`src/rtl/fxdp_cr_exec_if.sv`:
```
// rtl/fxdp_cr_exec_if.sv - decoded-bundle handshake, stall and result bus for fxdp_cr_exec
interface fxdp_cr_exec_if;
   logic        in_valid;
   logic        in_ready;
   logic        crl_en;
   logic [2:0]  cr_op;
   logic [4:0]  crl_ba;
   logic [4:0]  crl_bb;
   logic [4:0]  crl_bt;
   logic [2:0]  reg_mv;
   logic [7:0]  src_cr;
   logic [31:0] gpr_in;
   logic        stall;
   logic        out_valid;
   logic        gpr_we;
   logic [31:0] gpr_out;
   logic [31:0] cr;

   modport master (
      output in_valid, crl_en, cr_op, crl_ba, crl_bb, crl_bt, reg_mv, src_cr, gpr_in, stall,
      input  in_ready, out_valid, gpr_we, gpr_out, cr
   );

   modport slave (
      input  in_valid, crl_en, cr_op, crl_ba, crl_bb, crl_bt, reg_mv, src_cr, gpr_in, stall,
      output in_ready, out_valid, gpr_we, gpr_out, cr
   );
endinterface

```
`src/rtl/fxdp_cr_exec.sv`:
```
// rtl/fxdp_cr_exec.sv - two-stage CR logical/move unit; FXDP_CR_FWD_EN enables S2->S1 CR forwarding
module fxdp_cr_exec (
   input  logic          clk,
   input  logic          reset,
   fxdp_cr_exec_if.slave bus
);
   localparam logic [2:0] MV_CTC = 3'd1;
   localparam logic [2:0] MV_GTC = 3'd2;
   localparam logic [2:0] MV_CTG = 3'd3;

   logic        rdy_q, rdy_d;
   logic        s1_valid_q, s1_valid_d;
   logic        s1_crl_q, s1_crl_d;
   logic [2:0]  s1_op_q, s1_op_d;
   logic [4:0]  s1_ba_q, s1_ba_d;
   logic [4:0]  s1_bb_q, s1_bb_d;
   logic [4:0]  s1_bt_q, s1_bt_d;
   logic [2:0]  s1_mv_q, s1_mv_d;
   logic [7:0]  s1_src_q, s1_src_d;
   logic [31:0] s1_gpr_q, s1_gpr_d;
   logic        s2_valid_q, s2_valid_d;
   logic        s2_cr_we_q, s2_cr_we_d;
   logic [31:0] s2_cr_q, s2_cr_d;
   logic        s2_gpr_we_q, s2_gpr_we_d;
   logic [31:0] s2_gpr_q, s2_gpr_d;
   logic [31:0] cr_q, cr_d;

   logic        s2_pending;
   logic        hazard;
   logic [31:0] op_cr;
   logic        in_ready_w;
   logic        accept;
   logic [31:0] res_cr;
   logic        res_cr_we;
   logic        res_gpr_we;
   logic [31:0] res_gpr;
   logic        bit_a, bit_b, bit_r;
   logic        ctc_hit;
   logic [3:0]  ctc_fld;

   assign s2_pending = s2_valid_q & s2_cr_we_q;

`ifdef FXDP_CR_FWD_EN
   assign op_cr  = s2_pending ? s2_cr_q : cr_q;
   assign hazard = 1'b0;
`else
   logic s1_reads_cr;
   assign s1_reads_cr = s1_crl_q | (s1_mv_q == MV_CTC) | (s1_mv_q == MV_GTC) | (s1_mv_q == MV_CTG);
   assign op_cr  = cr_q;
   assign hazard = s2_pending & s1_valid_q & s1_reads_cr;
`endif

   assign in_ready_w = rdy_q & ~bus.stall & ~hazard;
   assign accept     = bus.in_valid & in_ready_w;

   // S1 compute: full next-CR image and mfocrf value from the operand view of CR
   always_comb begin
      res_cr     = op_cr;
      res_cr_we  = 1'b0;
      res_gpr_we = 1'b0;
      res_gpr    = '0;
      bit_a      = op_cr[~s1_ba_q];
      bit_b      = op_cr[~s1_bb_q];
      bit_r      = 1'b0;
      ctc_hit    = 1'b0;
      ctc_fld    = '0;
      if (s1_crl_q) begin
         case (s1_op_q)
            3'd0:    bit_r = bit_a & bit_b;
            3'd1:    bit_r = ~(bit_a & bit_b);
            3'd2:    bit_r = bit_a | bit_b;
            3'd3:    bit_r = ~(bit_a | bit_b);
            3'd4:    bit_r = bit_a ^ bit_b;
            3'd5:    bit_r = ~(bit_a ^ bit_b);
            3'd6:    bit_r = bit_a & ~bit_b;
            default: bit_r = bit_a | ~bit_b;
         endcase
         res_cr[~s1_bt_q] = bit_r;
         res_cr_we        = 1'b1;
      end else begin
         case (s1_mv_q)
            MV_CTC: begin
               for (int f = 0; f < 8; f++) begin
                  if (s1_src_q[7-f] && !ctc_hit) begin
                     ctc_hit = 1'b1;
                     ctc_fld = op_cr[28-4*f +: 4];
                  end
               end
               if (ctc_hit) begin
                  res_cr[{~s1_bt_q[4:2], 2'b00} +: 4] = ctc_fld;
               end
               res_cr_we = ctc_hit;
            end
            MV_GTC: begin
               for (int f = 0; f < 8; f++) begin
                  if (s1_src_q[7-f]) begin
                     res_cr[28-4*f +: 4] = s1_gpr_q[28-4*f +: 4];
                  end
               end
               res_cr_we = 1'b1;
            end
            MV_CTG: begin
               for (int f = 0; f < 8; f++) begin
                  if (s1_src_q[7-f]) begin
                     res_gpr[28-4*f +: 4] = op_cr[28-4*f +: 4];
                  end
               end
               res_gpr_we = 1'b1;
            end
            default: ;
         endcase
      end
   end

   // Pipeline advance: stall freezes everything; a hazard holds S1 while S2 drains
   always_comb begin
      rdy_d       = 1'b1;
      s1_valid_d  = s1_valid_q;
      s1_crl_d    = s1_crl_q;
      s1_op_d     = s1_op_q;
      s1_ba_d     = s1_ba_q;
      s1_bb_d     = s1_bb_q;
      s1_bt_d     = s1_bt_q;
      s1_mv_d     = s1_mv_q;
      s1_src_d    = s1_src_q;
      s1_gpr_d    = s1_gpr_q;
      s2_valid_d  = s2_valid_q;
      s2_cr_we_d  = s2_cr_we_q;
      s2_cr_d     = s2_cr_q;
      s2_gpr_we_d = s2_gpr_we_q;
      s2_gpr_d    = s2_gpr_q;
      cr_d        = cr_q;
      if (!bus.stall) begin
         if (s2_pending) begin
            cr_d = s2_cr_q;
         end
         s2_valid_d  = s1_valid_q & ~hazard;
         s2_cr_we_d  = s1_valid_q & ~hazard & res_cr_we;
         s2_cr_d     = res_cr;
         s2_gpr_we_d = res_gpr_we;
         s2_gpr_d    = res_gpr;
         if (!hazard) begin
            s1_valid_d = accept;
            if (accept) begin
               s1_crl_d = bus.crl_en;
               s1_op_d  = bus.cr_op;
               s1_ba_d  = bus.crl_ba;
               s1_bb_d  = bus.crl_bb;
               s1_bt_d  = bus.crl_bt;
               s1_mv_d  = bus.reg_mv;
               s1_src_d = bus.src_cr;
               s1_gpr_d = bus.gpr_in;
            end
         end
      end
   end

   // State registers; reset squashes both stages and clears architectural CR at once
   always_ff @(posedge clk or negedge reset) begin
      if (!reset) begin
         rdy_q       <= 1'b0;
         s1_valid_q  <= 1'b0;
         s1_crl_q    <= 1'b0;
         s1_op_q     <= '0;
         s1_ba_q     <= '0;
         s1_bb_q     <= '0;
         s1_bt_q     <= '0;
         s1_mv_q     <= '0;
         s1_src_q    <= '0;
         s1_gpr_q    <= '0;
         s2_valid_q  <= 1'b0;
         s2_cr_we_q  <= 1'b0;
         s2_cr_q     <= '0;
         s2_gpr_we_q <= 1'b0;
         s2_gpr_q    <= '0;
         cr_q        <= '0;
      end else begin
         rdy_q       <= rdy_d;
         s1_valid_q  <= s1_valid_d;
         s1_crl_q    <= s1_crl_d;
         s1_op_q     <= s1_op_d;
         s1_ba_q     <= s1_ba_d;
         s1_bb_q     <= s1_bb_d;
         s1_bt_q     <= s1_bt_d;
         s1_mv_q     <= s1_mv_d;
         s1_src_q    <= s1_src_d;
         s1_gpr_q    <= s1_gpr_d;
         s2_valid_q  <= s2_valid_d;
         s2_cr_we_q  <= s2_cr_we_d;
         s2_cr_q     <= s2_cr_d;
         s2_gpr_we_q <= s2_gpr_we_d;
         s2_gpr_q    <= s2_gpr_d;
         cr_q        <= cr_d;
      end
   end

   assign bus.in_ready  = in_ready_w;
   assign bus.out_valid = s2_valid_q;
   assign bus.gpr_we    = s2_valid_q & s2_gpr_we_q;
   assign bus.gpr_out   = s2_valid_q ? s2_gpr_q : '0;
   assign bus.cr        = cr_q;
endmodule

```
`src/flat_wrapper.sv`:
```
// flat-port wrapper written by rule: the top's interface ports become plain ports
module fxdp_cr_exec_flat 
  (clk, reset, bus_in_valid, bus_crl_en, bus_cr_op, bus_crl_ba, bus_crl_bb, bus_crl_bt, bus_reg_mv, bus_src_cr, bus_gpr_in, bus_stall, bus_in_ready, bus_out_valid, bus_gpr_we, bus_gpr_out, bus_cr);
  fxdp_cr_exec_if bus_i ();
  input  logic clk;
  input  logic reset;
  input wire logic [$bits(bus_i.in_valid)-1:0] bus_in_valid;
  input wire logic [$bits(bus_i.crl_en)-1:0] bus_crl_en;
  input wire logic [$bits(bus_i.cr_op)-1:0] bus_cr_op;
  input wire logic [$bits(bus_i.crl_ba)-1:0] bus_crl_ba;
  input wire logic [$bits(bus_i.crl_bb)-1:0] bus_crl_bb;
  input wire logic [$bits(bus_i.crl_bt)-1:0] bus_crl_bt;
  input wire logic [$bits(bus_i.reg_mv)-1:0] bus_reg_mv;
  input wire logic [$bits(bus_i.src_cr)-1:0] bus_src_cr;
  input wire logic [$bits(bus_i.gpr_in)-1:0] bus_gpr_in;
  input wire logic [$bits(bus_i.stall)-1:0] bus_stall;
  output wire logic [$bits(bus_i.in_ready)-1:0] bus_in_ready;
  output wire logic [$bits(bus_i.out_valid)-1:0] bus_out_valid;
  output wire logic [$bits(bus_i.gpr_we)-1:0] bus_gpr_we;
  output wire logic [$bits(bus_i.gpr_out)-1:0] bus_gpr_out;
  output wire logic [$bits(bus_i.cr)-1:0] bus_cr;
  assign bus_i.in_valid = bus_in_valid;
  assign bus_i.crl_en = bus_crl_en;
  assign bus_i.cr_op = bus_cr_op;
  assign bus_i.crl_ba = bus_crl_ba;
  assign bus_i.crl_bb = bus_crl_bb;
  assign bus_i.crl_bt = bus_crl_bt;
  assign bus_i.reg_mv = bus_reg_mv;
  assign bus_i.src_cr = bus_src_cr;
  assign bus_i.gpr_in = bus_gpr_in;
  assign bus_i.stall = bus_stall;
  assign bus_in_ready = bus_i.in_ready;
  assign bus_out_valid = bus_i.out_valid;
  assign bus_gpr_we = bus_i.gpr_we;
  assign bus_gpr_out = bus_i.gpr_out;
  assign bus_cr = bus_i.cr;
  fxdp_cr_exec u_core (.clk(clk), .reset(reset), .bus(bus_i));
endmodule
```
`config.mk`:
```
export PLATFORM = sky130hd
export DESIGN_NAME = fxdp_cr_exec_flat
export DESIGN_NICKNAME = d
export VERILOG_FILES = /design/src/rtl/fxdp_cr_exec_if.sv /design/src/rtl/fxdp_cr_exec.sv /design/src/flat_wrapper.sv
export SDC_FILE = /design/constraint.sdc
export NUM_CORES = 1
export LEC_CHECK = 0
export ABC_AREA = 1
export CORE_MARGIN = 4
export CORE_UTILIZATION = 60
export DETAILED_ROUTE_END_ITERATION = 6
export GPL_TIMING_DRIVEN = 0
export PLACE_DENSITY = 0.82
export SLEW_MARGIN = 20
export SYNTH_ARGS = -nofsm -noshare
export SYNTH_HDL_FRONTEND = slang
export SYNTH_SLANG_ARGS = --single-unit
export TNS_END_PERCENT = 1
```
`constraint.sdc`:
```
create_clock -name clk -period 6.45 [get_ports clk]
set_input_delay 0.645 -clock clk [delete_from_list [all_inputs] [get_ports clk]]
set_output_delay 0.645 -clock clk [all_outputs]
set_load 0.005 [all_outputs]
```
Yosys cells after proc, flatten, opt, wreduce, memory -nomap -nowiden
Cells that the tools add are included.
- flip-flop bits (word level): 163
- input port bits: 66
- output and inout port bits: 67
- logic and storage cells: 147
- add/subtract/negate cells: 1
- $lt $le $gt $ge: 4
- equal/unequal tests: 9
- shift-type cells: 2
- mux-type cells: 69
- bitwise gates (word level): 27
- reduce and logical (&&, ||, !) cells: 19
- operators with widths (operator ; count):
    two-way mux 32 bit ; 5
    two-way mux 4 bit ; 25
    bitwise mux 32 bit ; 2
    one-hot mux 32 bit (2 select lines) ; 1
    variable shift 4 x 7 -> 32 bit (first input constant) ; 1
    indexed part select 4 x 7 -> 32 bit ; 1
    two-way mux 1 bit ; 31
    less-than comparator 5 x 6 -> 1 bit (second input constant) ; 3
    inverter 5 bit ; 3
    equality test 3 x 2 -> 1 bit (second input constant) ; 4
    AND 1 bit ; 11
    binary-select mux 1 bit (select 5 bit) ; 2
    equality test 3 bit (second input constant) ; 3
    logical AND 1 bit ; 8
    zero test 1 bit ; 7
    negation 5 -> 7 bit ; 1
    one-hot mux 1 bit (7 select lines) ; 1
    equality test 3 x 1 -> 1 bit (second input constant) ; 2
    inverter 1 bit ; 6
    demux 1 bit (select 5 bit) ; 1
    greater-or-equal comparator 5 x 1 -> 1 bit (second input constant) ; 1
    bitwise OR 1 bit ; 5
    AND reduction 2 bit ; 2
    zero test 3 bit ; 1
    4 further kinds ; 4

Logic depth before layout (Yosys ltp)
Gate-level depths: netlist (run 1).
- word-level depth: 43
- mapped depth: 20
- mapped depth without buffers: 17

Worst setup path before layout (run 1)
Ideal clock, no wire load.
- kind: register -> register
- start: register u_core.s1_ba_q[0]
- end: register u_core.s2_cr_q[29]
- library setup time: 0.123 ns
- arrival: 2.800 ns
- setup slack: 3.527 ns
- cell stages (with the launch flop): 19
- buffers on the path: 3
- clock period less this slack: 2.923 ns
- cells stage by stage: dfrtp_1 buf_2 inv_1 buf_2 a21oi_1 o21ai_0 nand3_1 nand2_1 inv_1 o21ai_1 inv_1 ha_1 or2_2 o211ai_1 a32o_1 buf_2 nand2_1 a32oi_1 nand2_1
- cells in the longest elaborated chain, start to end: 9
- elaborated cells on any way between the ends: 15
- classes of those cells: 6 x mux; 9 x bitwise
- ends and longest elaborated chain (element ; line ; RTL):
    start: declaration ; fxdp_cr_exec.sv:15 ; logic [4:0] s1_ba_q, s1_ba_d;
    start signal: assignment ; fxdp_cr_exec.sv:165 ; s1_ba_q <= '0;
    start signal: assignment ; fxdp_cr_exec.sv:182 ; s1_ba_q <= s1_ba_d;
    inverter 5 bit (*) ; fxdp_cr_exec.sv:62 ; bit_a = op_cr[~s1_ba_q];
    binary-select mux 1 bit (select 5 bit) (*) ; fxdp_cr_exec.sv:62 ;
    two-way mux 1 bit (not written as such) (*) ; fxdp_cr_exec.sv:62 ;
    bitwise XOR 1 bit (tied with other cells) ; fxdp_cr_exec.sv:73, fxdp_cr_exec.sv:74 ;
    inverter 1 bit, on equally long branches ; fxdp_cr_exec.sv:74, fxdp_cr_exec.sv:72, fxdp_cr_exec.sv:70 ;
    one-hot mux 1 bit (7 select lines) (*) ; fxdp_cr_exec.sv:68 ; case (s1_op_q)
    two-way mux 1 bit (*) ; fxdp_cr_exec.sv:67 ; if (s1_crl_q) begin
    bitwise mux 32 bit (*) ; fxdp_cr_exec.sv:78 ; res_cr[~s1_bt_q] = bit_r;
    two-way mux 32 bit (*) ; fxdp_cr_exec.sv:67 ;
    end signal: assignment ; fxdp_cr_exec.sv:190 ; s2_cr_q <= s2_cr_d;
    end: declaration ; fxdp_cr_exec.sv:23 ; logic [31:0] s2_cr_q, s2_cr_d;
Every way passes the cells marked *; elsewhere a longest branch is shown, timed or not. The select of a mux whose other input is x is not followed.
A chain may end at the register's enable or synchronous reset.

Worst setup path in the final report (run 1)
- start: register u_core.s1_ba_q[0]
- end: register u_core.s2_cr_q[27]
Same word-level chain as after synthesis.

==> run metrics, run 1 <==
Die Wd=136 um; NetSw=0.00179 W; Net Count, Synth=1410; ys async rst share=1.00; EDFF count, synth=0; vias in the first global route=10.3k; Clk pwr share=0.242; gr usage total=0.420; total grt overflow=0; Placed Cells=1684; sequential area share after synthesis=0.415; fin crit period=3950 ps; fin crit share=0.612; crit path max-delay cell type=a32o_1; DR DRC count=4; instance count on the critical path=19; Cell Chain, Critical Path=buf_2 > inv_1 > buf_2 > o21ai_0 > a21oi_1 > o21ai_0 > nand3_1 > nand2_1 > nand2_1 > o21ai_1 > inv_1 > ha_1 > or2_2 > o211ai_1 > a32o_1 > buf_2 > nand2_1 > a32oi_1 > nand2_1; share of layout cells above drive strength 1=0.0793; Max Buffers Root-to-Sink=2; drt pass-1 iters=7; syn avg cell area=7.37 um2; Skew-Pair Late Insertion Delay=440 ps; CTS Hold Bufs=0; HPWL after DPL=28700 um; critical path peak fanout=10; initial antenna violation count=0; Fill cells=1153; Antenna diodes=0; #FFs+latches synth=163; cell area power density=342 nW/um2; Initial Util=0.615; outcome=finished, violations left; final setup vio count=0; P_leak=5.66 nW; Slew HR=0.428; num rows=46; Non-Filler Instances=1716; dpl ws=2670 ps; Placer Congestion=1.02; CTS Sinks=163; RSZ-0062 raised after global routing=false; die height=136 um; Die ar.=18500 um2; failing checks=DRC; worst slew pin tran=858 ps; most frequent CP cell=nand2_1; Logic pwr share=0.391; Syn Inst Count=1335; Layout Nets=1562; first-pass GRT wire length=58200 um; crit path kind=flop to flop; largest net degree at the start of global routing=91; HP Class=input port to async pin; cts repair resizes=0; RR Startpoint=u_core.s1_ba_q[0]; data arrival time of the critical path=4270 ps; clk slew on worst S/H paths=70 ps; top_reg_cell synth=dfrtp_1; maximum VDD drop=0.000222 V; final hold violation count=0; # H-tree levels=4; crit-path max cell delay=460 ps; Worst Skew=11.2 ps; DRT iter0 DRCs=1968; Post-DP Area=11500 um2; CP top delay family=compound AO/OA/AOI/OAI gates; Syn Std Cell Area=9840 um2; Post-CTS Setup Repair Bufs=0; P&R area growth vs syn=22.2%; post-layout util=0.751; switch share=0.434; worst r2r path cells=19; Reg power frac=0.368; WP data required=6770 ps; DR vias=11.0k; DR vias/cell=6.41; I/O Buffers=132; Routed Wire Length=39000 um; total of warnings raised by yosys=0; crit start category=flop; Root Driver=clkbuf_16; max cap viols=0; Routed WL per cell=22.7 um; core area=16000 um2; Detail Route Antenna Nets=0; CP Launch Point=u_core.s1_ba_q[0]; Finished Cell Area=12000 um2; CTS Buf Count=17; fmax=253 MHz; P_int=0.00232 W; # IOs=133; Worst setup EP type=flop; Max Slew Vio Count=0; Final WS setup=2500 ps; TritonCTS clock tree=yes; Synth cell types=37; Worst Path Buf+Inv=5
-- state kept, by name, indices dropped and copies added (netlist names) --
signal,flops
u_core.s1_bb_q,5
u_core.s2_cr_we_q,1
u_core.s1_valid_q,1
u_core.rdy_q,1
u_core.s2_gpr_q,32
u_core.s1_ba_q,5
u_core.s1_op_q,3
u_core.bus.out_valid,1
u_core.s1_gpr_q,32
u_core.s2_gpr_we_q,1
u_core.s1_src_q,8
u_core.s1_bt_q,5
u_core.bus.cr,32
u_core.s1_mv_q,3
u_core.s1_crl_q,1
u_core.s2_cr_q,32
-- worst register-to-register path, stage by stage (launching register included) --
cell and delay (ps):
dfrtp_1 320, buf_2 180, inv_1 160, buf_2 230, o21ai_0 180, a21oi_1 50
o21ai_0 210, nand3_1 90, nand2_1 110, nand2_1 70, o21ai_1 170, inv_1 120
ha_1 300, or2_2 310, o211ai_1 110, a32o_1 460, buf_2 360, nand2_1 90
a32oi_1 210, nand2_1 90
-- synth_stat cells, types with 6 or more instances --
master    count  share of area
nand2_1     328           0.13
dfrtp_1     163           0.41
o21ai_0     163          0.083
inv_1       143          0.055
nor2_1      130          0.050
a21oi_1      93          0.047
clkbuf_1     49          0.019
nand3_1      38          0.019
a32oi_1      31          0.028
mux2_2       31          0.035
buf_2        25          0.013
o31ai_1      24          0.018
a211oi_1     16          0.012
nand4_1      12         0.0076
o21ai_1      12         0.0061
o21bai_1     10         0.0076
ha_1          9          0.011
mux2_1        8         0.0092
o211ai_1      7         0.0053
inv_2         6         0.0023
-- power by group through the flow --
stage	Sequential, W	Clock [W]	Combinational [W]
finish	0.00151	0.000994	0.00161
global route	0.00152	0.00103	0.00172
CTS	0.00148	0.000977	0.00154
detailed placement	0.00150	0	0.00153
global placement	0.00150	0	0.00149
floorplan	0.00141	0	0.000893
-- per-layer routing --
| layer | up-vias | wire, um | global-route usage |
|---|---|---|---|
| met5 | - | 0 | 0 |
| met4 | 0 | 2520 | 0.220 |
| met3 | 245 | 5390 | 0.119 |
| met2 | 942 | 17200 | 0.651 |
| met1 | 5066 | 13900 | 0.536 |
| li1 | 4748 | - | - |
-- layout make-up --
class	instances	area (um2)	share of cell area
Clock inverter	13	118	0.00978
Clock buffer	19	443	0.0368
Buffer	80	365	0.0304
Tap cell	216	270	0.0225
Multi-Input combinational cell	943	4830	0.402
Timing Repair Buffer	133	1350	0.113
Sequential cell	163	4080	0.339
Inverter	149	559	0.0465
-- through the flow --
| stage | hold WS [ps] | total power [W] | TNS (ps) |
|---|---|---|---|
| floorplan | 349 | 0.00230 | 0 |
| global placement | 462 | 0.00298 | -286790 |
| detailed placement | 467 | 0.00303 | 0 |
| CTS | 252 | 0.00400 | 0 |
| global route | 278 | 0.00426 | 0 |
| finish | 215 | 0.00411 | 0 |
-- layout by cell type (no fill, tap or decap), drive strengths merged --
cell type	count
mux2	39
or2	1
inv	155
o2111ai	1
nand2	333
o21bai	10
conb	1
o31ai	24
o221ai	1
clkinvlp	3
ha	9
a211oi	16
clkbuf	69
nand3	42
a32o	3
dfrtp	163
a21oi	93
buf	32
nor2	134
a32oi	31
o21ai	175
clkinv	4
nand4	15
nor3	5
nor4	2
clkdlybuf4s50	131
o22ai	1
o211ai	7
-- path summary, 6_finish.rpt --
kind / endpoint / slack (ps)
worst max-delay path: u_core.s2_cr_q[27] / 2500
worst min-delay path: u_core.s2_gpr_q[9] / 210
worst max register to register: u_core.s2_cr_q[27] / 2500
worst min register to register: u_core.s2_gpr_q[1] / 480
max in group asynchronous: u_core.s1_bt_q[0] / 5370
min in group clk: u_core.s2_gpr_q[1] / 480
-- logic make-up (layout without fill, tap and decap cells) --
family / after synthesis / in the layout / share of synthesized area
compound gates: 362 / 362 / 0.213
fa+ha+maj: 9 / 9 / 0.0114
buf+inv: 229 / 394 / 0.0940
flops: 163 / 163 / 0.415
mux: 39 / 39 / 0.0446
other cells: 1 / 1 / 0.000381
simple gates: 532 / 532 / 0.222
Power figures use the tool's default switching activity.
==> run 2, diff against run 1 <==
- CORE_UTILIZATION: 60 -> 51
- PLACE_DENSITY: 0.82 -> 0.74
- clock period: 6.45 -> 3.25 ns (I/O delays scaled with it)
==> run metrics, run 2 (same netlist as run 1, synthesis figures left out) <==
Cell Chain, Critical Path=inv_1 > o21ai_0 > a21oi_1 > o21ai_1 > nand3_1 > nand2_1 > inv_1 > o21ai_4 > inv_2 > ha_4 > or2_4 > o211ai_1 > a32o_4 > buf_4 > nand2_1 > a32oi_1 > nand2_1; Slew HR=0.416; crit path kind=flop to flop; Routed WL per cell=22.3 um; NetSw=0.00368 W; CTS Buf Count=17; Fill cells=1624; HP Class=input port to async pin; num rows=50; TritonCTS clock tree=yes; Non-Filler Instances=1787; first-pass GRT wire length=59200 um; switch share=0.426; DRT iter0 DRCs=1473; WP data required=3570 ps; Reg power frac=0.351; cell area power density=689 nW/um2; gr usage total=0.360; vias in the first global route=10.1k; Initial Util=0.522; Logic pwr share=0.418; Die Wd=147 um; DR vias=10.8k; fin crit share=0.983; Detail Route Antenna Nets=0; P_leak=5.80 nW; share of layout cells above drive strength 1=0.120; fin crit period=3190 ps; Max Slew Vio Count=0; clk slew on worst S/H paths=70 ps; Skew-Pair Late Insertion Delay=440 ps; Placed Cells=1729; Worst setup EP type=flop; DR DRC count=0; max cap viols=0; crit start category=flop; Worst Path Buf+Inv=4; Max Buffers Root-to-Sink=2; core area=18800 um2; initial antenna violation count=0; outcome=complete, no violations; crit-path max cell delay=430 ps; most frequent CP cell=nand2_1; commonest non-fill, non-tap cells in the layout=nand2_1, dfrtp_1, o21ai_0; Finished Cell Area=12600 um2; fmax=313 MHz; crit path max-delay cell type=dfrtp_1; # IOs=133; P_int=0.00497 W; maximum VDD drop=0.000408 V; # H-tree levels=4; drt pass-1 iters=6; total power=0.00866 W; worst slew pin tran=876 ps; CP top delay family=compound AO/OA/AOI/OAI gates; critical path peak fanout=8; DR vias/cell=6.04; Worst Skew=12.1 ps; die height=147 um; final hold violation count=0; Clk pwr share=0.231; Routed Wire Length=39900 um; Placer Congestion=1.02; largest net degree at the start of global routing=63; HPWL after DPL=29400 um; setup TNS=0 ps; Die ar.=21600 um2; data arrival time of the critical path=3520 ps; total grt overflow=0; P&R area growth vs syn=27.8%; most common cell after layout, fill and taps aside=nand2_1; Layout Nets=1589; CTS Sinks=163; RSZ-0062 raised after global routing=true; Post-DP Area=11500 um2; Root Driver=clkbuf_16; worst hold slack=362 ps; I/O Buffers=132; Antenna diodes=0; final setup vio count=0
-- run 2: changes by cell type in the layout (fill, tap and decap cells not counted), moves of 7 or more --
cell        previous run  this run
o21ai_1               12        29
inv_1                143       128
inv_2                  6        13
o21ai_0              163       140
buf_4                  2        25
clkinvlp_4             3        11
buf_2                 25        18
-- run 2: repair_timing --
item	4_1_cts	5_1_grt
endpoints found under the hold margin	50	0
gates resized for setup	42	57
pin swaps	2	9
buffers inserted	5	18
setup endpoints to repair	32	32
hold buffers	1	0
cloned	0	4
-- run 2: worst reg2reg max path, delay by kind of cell (launching register included) --
| kind | cells | cell delay, ps |
|---|---|---|
| buf+inv | 4 | 540 |
| simple gates | 5 | 580 |
| flops | 1 | 430 |
| fa+ha+maj | 1 | 210 |
| compound gates | 7 | 1330 |
-- run 2: routing by layer --
metal	vias to the layer above	share of wire	GRT usage
li1	4808	-	-
met1	5159	0.40	0.479
met2	680	0.45	0.570
met3	149	0.10	0.0824
met4	0	0.047	0.147
met5	-	0	0
-- run 2: through the flow --
stage | utilization | setup slack (ps)
2_1_floorplan | - | 327
3_3_place_gp | 0.610 | -4920
3_5_place_dp | 0.613 | -664
4_1_cts | 0.649 | 3.00
5_1_grt | 0.668 | -69.0
6_report | 0.668 | 55.5
-- run 2: path summary, 6_finish.rpt --
path	endpoint	depth (start not counted)	from	slack [ps]
max in group asynchronous	u_core.s1_ba_q[1]	4	reset	1880
worst min register to register	u_core.s2_gpr_q[14]	2	u_core.s2_gpr_q[14]	480
worst min-delay path	u_core.s1_gpr_q[12]	2	reset	360
min in group clk	u_core.s1_bt_q[0]	3	bus_crl_bt[0]	460
worst max-delay path	u_core.s2_cr_q[24]	17	u_core.bus.cr[28]	60
worst max register to register	u_core.s2_cr_q[24]	17	u_core.bus.cr[28]	60
-- run 2: layout make-up --
| class | count | area [um2] | area share |
|---|---|---|---|
| clock inverters | 12 | 123 | 0.00976 |
| flip-flops and latches | 163 | 4090 | 0.325 |
| well taps | 260 | 325 | 0.0259 |
| repair buffers | 162 | 1650 | 0.132 |
| multi-input cells | 943 | 4910 | 0.391 |
| inverters | 149 | 594 | 0.0473 |
| clock buffers | 20 | 437 | 0.0347 |
| plain buffers | 78 | 438 | 0.0348 |
-- run 2: power groups by stage --
| stage | sequential, W | clock [W] | combinational [W] |
|---|---|---|---|
| global route | 0.00305 | 0.00209 | 0.00389 |
| detailed placement | 0.00300 | 0 | 0.00308 |
| finish | 0.00303 | 0.00200 | 0.00362 |
| global placement | 0.00299 | 0 | 0.00302 |
| floorplan | 0.00279 | 0 | 0.00177 |
| CTS | 0.00298 | 0.00199 | 0.00318 |
==> RTL change: new RTL, flow settings as in run 2 <==
Build with the macro `FXDP_CR_FWD_EN` defined.
--- a/src/rtl/fxdp_cr_exec.sv
+++ b/src/rtl/fxdp_cr_exec.sv
@@ -1,3 +1,5 @@
 // rtl/fxdp_cr_exec.sv - two-stage CR logical/move unit; FXDP_CR_FWD_EN enables S2->S1 CR forwarding
+`define FXDP_CR_FWD_EN
+
 module fxdp_cr_exec (
    input  logic          clk,
Formal check against the unedited RTL: not equivalent (Yosys sat finds a counterexample within 4 cycles, from zero or initial values and one cycle with reset low).
==> RTL change against run 2 <==
The flow now finishes with violations (DRC, setup timing). Sequential cell count did not move. Utilization up 1.3 points. Sequential power decreased by 12%. Power is 6.7% lower. Non-clock buffer count up 18. Worst setup slack got worse by 520 ps. Synthesized area grew 3.1%. Wire length increased by 4.1%. Global-route usage is 0.94 points higher. Cell area increased by 5.7%. Fmax decreased by 14%. Critical endpoint is now u_core.s2_cr_q[6]$_DFFE_PN0N_. Largest cell class unchanged. Largest power group unchanged.
==> RTL change: results (changes against run 2) <==
* Outcome: finished, violations left
* Violated checks: DRC, setup timing
* DR pass1 iterations at 7 (+1)
* Count of plain and timing-repair buffers in the layout at 258 (+7.5%)
* Pleak at 0.006194 µW (+6.7%)
* Final GP Congestion at 1.028 (+1.3%)
* Met2 wire length at 18060 µm (-0.46%)
* Global-route met2 utilization at 0.5712 (+0.0009925)
* CP startpoint: u_core.s2_cr_we_q$_DFFE_PN0N_
* Final-report setup violation count at 32 (+32)
* Count of inverters other than clock inverters in the layout at 170 (+14%)
* Placed instance area at 0.01185 mm² (+2.7%)
* Net count after synthesis at 1479 (+4.9%)
* ClkCell Share at 0.04324 (-0.001255)
* Post-Route Utilization at 0.6802 (+0.01268)
* Relative slew margins at 0.3895 (-0.02619)
* Worst path slowest cell: sky130_fd_sc_hd__dfrtp_2
* Final Worst Setup Slack at -466.7 ps (-522.2 ps)
* Post-synthesis mux area share at 0.03985 (-0.004798)
* Pin count of the biggest net entering global routing at 85 (+35%)
* Clock skew after layout at 8.366 ps (-3.751 ps)
* Via total after detailed routing at 11398 (+5.6%)
* Worst reg-to-reg path cell count at 21 (+4)
* Number of clock buffers in the layout at 18 (-10%)
* Combinational family with the most area after synthesis: compound AO/OA/AOI/OAI gates
* Final routed DRC violation total at 2 (+2)
* Synthesized instance count at 1404 (+5.2%)
* Layout net count at 1682 (+5.9%)
* Yosys cell types at 47 (+27%)
* Data arrival time of the critical path at 4010 ps (+490 ps)
* Final non-filler cell total at 1885 (+5.5%)
* Share of the final layout cell area in multi-input gates at 0.4083 (+0.01749)
* Setup TNS at -11210 ps (-11210 ps)
* Register area at 0.004081 mm² (-0.12%)
* Mean routed wirelength per cell at 22.02 µm (-1.3%)
* Met3 wirelength from detailed routing at 5059 µm (+23%)
-- RTL change: changes by cell type after synthesis, sizes merged, moves of 16 or more --
cell,before,now
nor2,134,103
inv,149,165
a31oi,0,29
a21oi,93,112
o21ai,175,229
nand3,42,67
a32oi,31,6
-- RTL change: path summary, 6_finish.rpt --
kind,slack (ps),endpoint
max,-470,u_core.s2_cr_q[6]$_DFFE_PN0N_
min reg2reg,480,u_core.s2_gpr_q[6]$_DFFE_PN0N_
max reg2reg,-470,u_core.s2_cr_q[6]$_DFFE_PN0N_
min,460,u_core.s1_src_q[5]$_DFFE_PN0P_
min in group asynchronous,480,u_core.s2_gpr_q[26]$_DFFE_PN0N_
max in group asynchronous,1930,u_core.s1_gpr_q[8]$_DFFE_PN0P_
-- RTL change: power breakdown --
group	switching (µW)	internal (µW)	total (µW)	leakage, µW
sequential	300	2360	2660	0.00202
combinational	2130	1260	3380	0.00392
clock	1010	1020	2030	0.000262
total	3430	4640	8070	0.00619
